**config.mk**
```make
export PLATFORM = sky130hd
export DESIGN_NAME = rand_pos_gen
export DESIGN_NICKNAME = d
export VERILOG_FILES = /design/src/rtl/rand_pos_gen.sv
export SDC_FILE = /design/constraint.sdc
export NUM_CORES = 1
export LEC_CHECK = 0
export CORE_MARGIN = 10
export CORE_UTILIZATION = 35
export CTS_BUF_LIST = sky130_fd_sc_hd__clkbuf_16
export DETAILED_ROUTE_END_ITERATION = 8
export GPL_ROUTABILITY_DRIVEN = 0
export HOLD_SLACK_MARGIN = 0.12
export SYNTH_ARGS = -nofsm -noshare
export SYNTH_HDL_FRONTEND = slang
export SYNTH_SLANG_ARGS = --single-unit
```
**constraint.sdc**
```tcl
create_clock -name clk -period 2.5 [get_ports clk]
set_input_delay 0.375 -clock clk [delete_from_list [all_inputs] [get_ports clk]]
set_output_delay 0.375 -clock clk [all_outputs]
set_load 0.1 [all_outputs]
```
**src/rtl/rand_pos_gen.sv**
```systemverilog
// Random position generator: a Galois LFSR perturbed by rotary-event timing,
// drawn by rejection sampling with a bounded number of attempts and a fallback.
module rand_pos_gen #(
    parameter int unsigned       OUT_W     = 6,
    parameter int unsigned       RANGE     = 48,
    parameter int unsigned       LFSR_W    = 32,
    parameter logic [LFSR_W-1:0] TAPS      = 32'h80200003,
    parameter logic [LFSR_W-1:0] SEED      = 32'h00000001,
    parameter int unsigned       MAX_TRIES = 8,
    parameter bit                NO_REPEAT = 1'b1
) (
    input  logic             clk,
    input  logic             rst,
    input  logic             rot_event,
    input  logic             req,
    output logic [OUT_W-1:0] rand_pos,
    output logic             valid,
    output logic             busy
);

    localparam int unsigned      ATT_W        = $clog2(MAX_TRIES + 1);
    // RANGE may equal 2^OUT_W, so range compares carry one extra bit.
    localparam logic [OUT_W:0]   RANGE_X      = (OUT_W + 1)'(RANGE);
    localparam logic [OUT_W-1:0] LAST_POS     = OUT_W'(RANGE - 1);
    localparam bit               GUARD_REPEAT = NO_REPEAT && (RANGE > 1);

    typedef enum logic {IDLE, DRAW} state_t;

    state_t            state, state_nx;
    logic [LFSR_W-1:0] clk_count, lfsr, lfsr_stepped, lfsr_mixed, lfsr_nx;
    logic [ATT_W-1:0]  attempt;
    logic [OUT_W-1:0]  cand, folded, fallback, result;
    logic              in_range, accept, last_try, finish;

    always_comb begin
        lfsr_stepped = (lfsr >> 1) ^ (lfsr[0] ? TAPS : '0);
        lfsr_mixed   = rot_event ? (lfsr_stepped ^ clk_count) : lfsr_stepped;
        lfsr_nx      = (lfsr_mixed == '0) ? SEED : lfsr_mixed;
    end

    always_comb begin
        cand     = lfsr[OUT_W-1:0];
        in_range = ({1'b0, cand} < RANGE_X);
        accept   = in_range && !(GUARD_REPEAT && (cand == rand_pos));
        folded   = in_range ? cand : OUT_W'({1'b0, cand} - RANGE_X);
        if (GUARD_REPEAT && (folded == rand_pos))
            fallback = (rand_pos == LAST_POS) ? '0 : rand_pos + 1'b1;
        else
            fallback = folded;
        last_try = (attempt == ATT_W'(MAX_TRIES));
    end

    always_ff @(posedge clk) begin
        if (rst) state <= IDLE;
        else     state <= state_nx;
    end

    always_comb begin
        state_nx = state;
        case (state)
            IDLE:    if (req) state_nx = DRAW;
            DRAW:    if (accept || last_try) state_nx = IDLE;
            default: state_nx = IDLE;
        endcase
    end

    always_comb begin
        busy   = (state == DRAW);
        finish = busy && (accept || last_try);
        result = accept ? cand : fallback;
    end

    always_ff @(posedge clk) begin
        if (rst) begin
            clk_count <= '0;
            lfsr      <= SEED;
            attempt   <= '0;
            rand_pos  <= '0;
            valid     <= 1'b0;
        end else begin
            clk_count <= clk_count + 1'b1;
            lfsr      <= lfsr_nx;
            valid     <= finish;
            if (finish)
                rand_pos <= result;
            if ((state == IDLE) && req)
                attempt <= ATT_W'(1);
            else if (busy && !finish)
                attempt <= attempt + 1'b1;
        end
    end

endmodule

```
==> impl_metrics.tcl <==
set metrics [dict create \
    drtPass1Iterations 4 \
    whs_path_depth 2 \
    ys_seq_elements 76 \
    fin_crit_ns 2.02 \
    grt_pass1_vias 3404 \
    status "completed" \
    dp_hpwl_microns 7100 \
    cts-root-buf "clkbuf_16" \
    synth_top_cell_by_area "dfxtp_1" \
    ys_async_sr_fraction 0 \
    required_ns 2.77 \
    grt_setup_unrepaired "false" \
    post_dp_cell_area_sq_um 4570 \
    rows 40 \
    htreeDepth 3 \
    cts_buffers 9 \
    grt_pass1_wl_microns 17000 \
    r2r_cells 6 \
    arrival_ns 2.29 \
    gr-total-overflow 0 \
    clkLatencyLatePin_ns 0.34 \
    clock_tree.buffer_depth 2 \
    critPathCaptureType "register" \
    start_util 0.359 \
    track_usage 0.117 \
    path_cells "xor2_1, nor4_4, a22o_4, nand3_2, or3_1, a21oi_1" \
    die_height_microns 131 \
    leakagePower_nw 1.76 \
    mostFrequentLayoutCells "nor2_1 (87), dfxtp_1 (76), nand2_1 (55), xor2_1 (55), xnor2_1 (27)" \
    synth_area_leaders "dfxtp_1 (35%), xor2_1 (11%), nor2_1 (7.5%), xnor2_1 (5.5%), nand2_1 (4.8%)" \
    port_buffers 11 \
    cp_max_fo 8 \
    post_drt_via_cell_ratio 5.00 \
    max_freq_mhz 495 \
    yosysUniqueCellTypes 55 \
    drtAntennaViolNets 0 \
    hold_class "reg -> reg" \
    core_area_sq_um 12100 \
    cts_resized 0 \
    critPathKind "reg -> reg" \
    syn_area_sq_um 4330 \
    wl_per_cell_microns 13.9 \
    synthCells 528 \
    slew_viol_final 0 \
    area_growth_pct 12.4 \
    hold_viol_final 0 \
    cts_tree "yes" \
    io_pins 12 \
    cts_hold_buf 0 \
    relSlewSlack 0.496 \
    critical_path.reg2reg.startpoint "lfsr[0]$_SDFF_PP1_" \
    r2r_end "attempt[3]$_SDFFE_PP0P_" \
    setup_viol 0 \
    maxCapViolCount 0 \
    ys_seq_area_frac 0.351 \
    setup.worst_path.start_class "register" \
    fin_setup_tns_ns 0 \
    die_w_microns 131 \
    cp_slowest_cell "dfxtp_1" \
    min_from "attempt[3]$_SDFFE_PP0P_" \
    cts.clk_slew.worst_paths_ns 0.06 \
    synth_ff_type "dfxtp_1" \
    whs_endpoint "attempt[3]$_SDFFE_PP0P_" \
    fin_skew_ns 0.00878 \
    drc 0 \
    ys_warn_count 0 \
    vias 3488 \
    power_density_nw_per_um2 687 \
    syn_avg_cell_area_sq_um 8.21 \
    synth_edf_count 0 \
    synth_top_area_share 0.351 \
    dieArea_sq_um 17200 \
    post-cts-setup-buffers 0 \
    synth_nets 536 \
    fin_area_sq_um 4870 \
    clkSinkCount 76 \
    worst_pin_slew_ns 0.756 \
    grt_antenna_before_repair 0 \
    drive_above_1_share 0.111 \
    n_fill_cell 1196 \
    period_share 0.808 \
    wl_microns 9710 \
    layout_commonest_cell "nor2_1" \
    ir_drop_uv 273 \
    hold_ws_ns 0.499 \
    r2r_setup_slack_ns 0.48 \
    max_stage_delay_ns 0.59 \
    n_antenna_cell 0 \
    drtIter0Drc 232 \
    fin_nets 534 \
    grt_max_degree 38 \
]
## report_power, final
part	leakage [nW]	switching [W]	internal, W
registers	0.616	0.000106	0.00126
logic	0.997	0.000374	0.000250
clock network	0.146	0.000494	0.000859
total	1.76	0.000975	0.00237
## worst max path at each step
stage	from	endpoint	slack (ns)	depth (start not counted)
final	lfsr[0]$_SDFF_PP1_	attempt[3]$_SDFFE_PP0P_	0.48	6
after global routing	lfsr[5]$_SDFF_PP0_	lfsr[0]$_SDFF_PP1_	0.34	6
after CTS	lfsr[0]$_SDFF_PP1_	attempt[3]$_SDFFE_PP0P_	0.47	6
after detailed placement	rot_event	lfsr[0]$_SDFF_PP1_	0.45	6
after global placement	lfsr[0]$_SDFF_PP1_	attempt[3]$_SDFFE_PP0P_	0.50	6
after floorplan	rand_pos[1]$_SDFFE_PP0P_	attempt[3]$_SDFFE_PP0P_	0.03	6
## layer usage
metal | share of wire | global-route usage
met1 | 0.49 | 0.150
met3 | 0.026 | 0.0252
met4 | 0.011 | 0.0457
met5 | 0 | 0
met2 | 0.48 | 0.185
## area by class of cell
class | count | area (sq um) | area share
clock buffer | 9 | 225 | 0.0462
clock inverter | 6 | 80.1 | 0.0164
inverter | 7 | 26.3 | 0.00539
multi-input combinational | 405 | 2600 | 0.533
sequential | 76 | 1520 | 0.312
tap | 168 | 210 | 0.0431
timing repair buffer | 27 | 213 | 0.0437
## flip-flops by register name, indices dropped and copies added (netlist names)
name       flops
valid          1
clk_count     32
lfsr          32
attempt        4
rand_pos       6
busy           1
## cells by family after synthesis
family | Yosys count | synth area share
AND/OR/NAND/NOR | 231 | 0.278
buffers and inverters | 47 | 0.0497
XOR/XNOR | 83 | 0.170
adder cells (fa/ha/maj) | 4 | 0.0116
AO/OA/AOI/OAI | 82 | 0.129
flip-flops | 76 | 0.351
multiplexers | 5 | 0.0118
## synth_stat cells, drive strengths merged (8+ instances only)
| cell type | count |
|---|---|
| nor2 | 87 |
| dfxtp | 76 |
| xor2 | 56 |
| nand2 | 55 |
| xnor2 | 27 |
| o21ai | 26 |
| buf | 22 |
| nand3 | 20 |
| clkbuf | 18 |
| a22oi | 14 |
| nand4 | 11 |
| a21oi | 10 |
| and3 | 9 |
| a31o | 8 |
## critical path, delay by kind of cell (launching register included)
| family | cells | cell delay [ns] |
|---|---|---|
| and+or+nand+nor | 3 | 0.87 |
| AOI/OAI and AO/OA | 2 | 0.31 |
| xor gates and xnor gates | 1 | 0.17 |
| DFF | 1 | 0.59 |
## metrics by stage
stage | util | total power [W] | setup WS [ns] | std cells
after floorplan | - | 0.00189 | 0.0259 | 528
after global placement | 0.379 | 0.00200 | 0.503 | 683
after detailed placement | 0.379 | 0.00202 | 0.448 | 683
after CTS | 0.404 | 0.00338 | 0.469 | 698
after global routing | 0.404 | 0.00351 | 0.338 | 698
final | 0.404 | 0.00335 | 0.479 | 698
(Power assumes the default switching activity.)
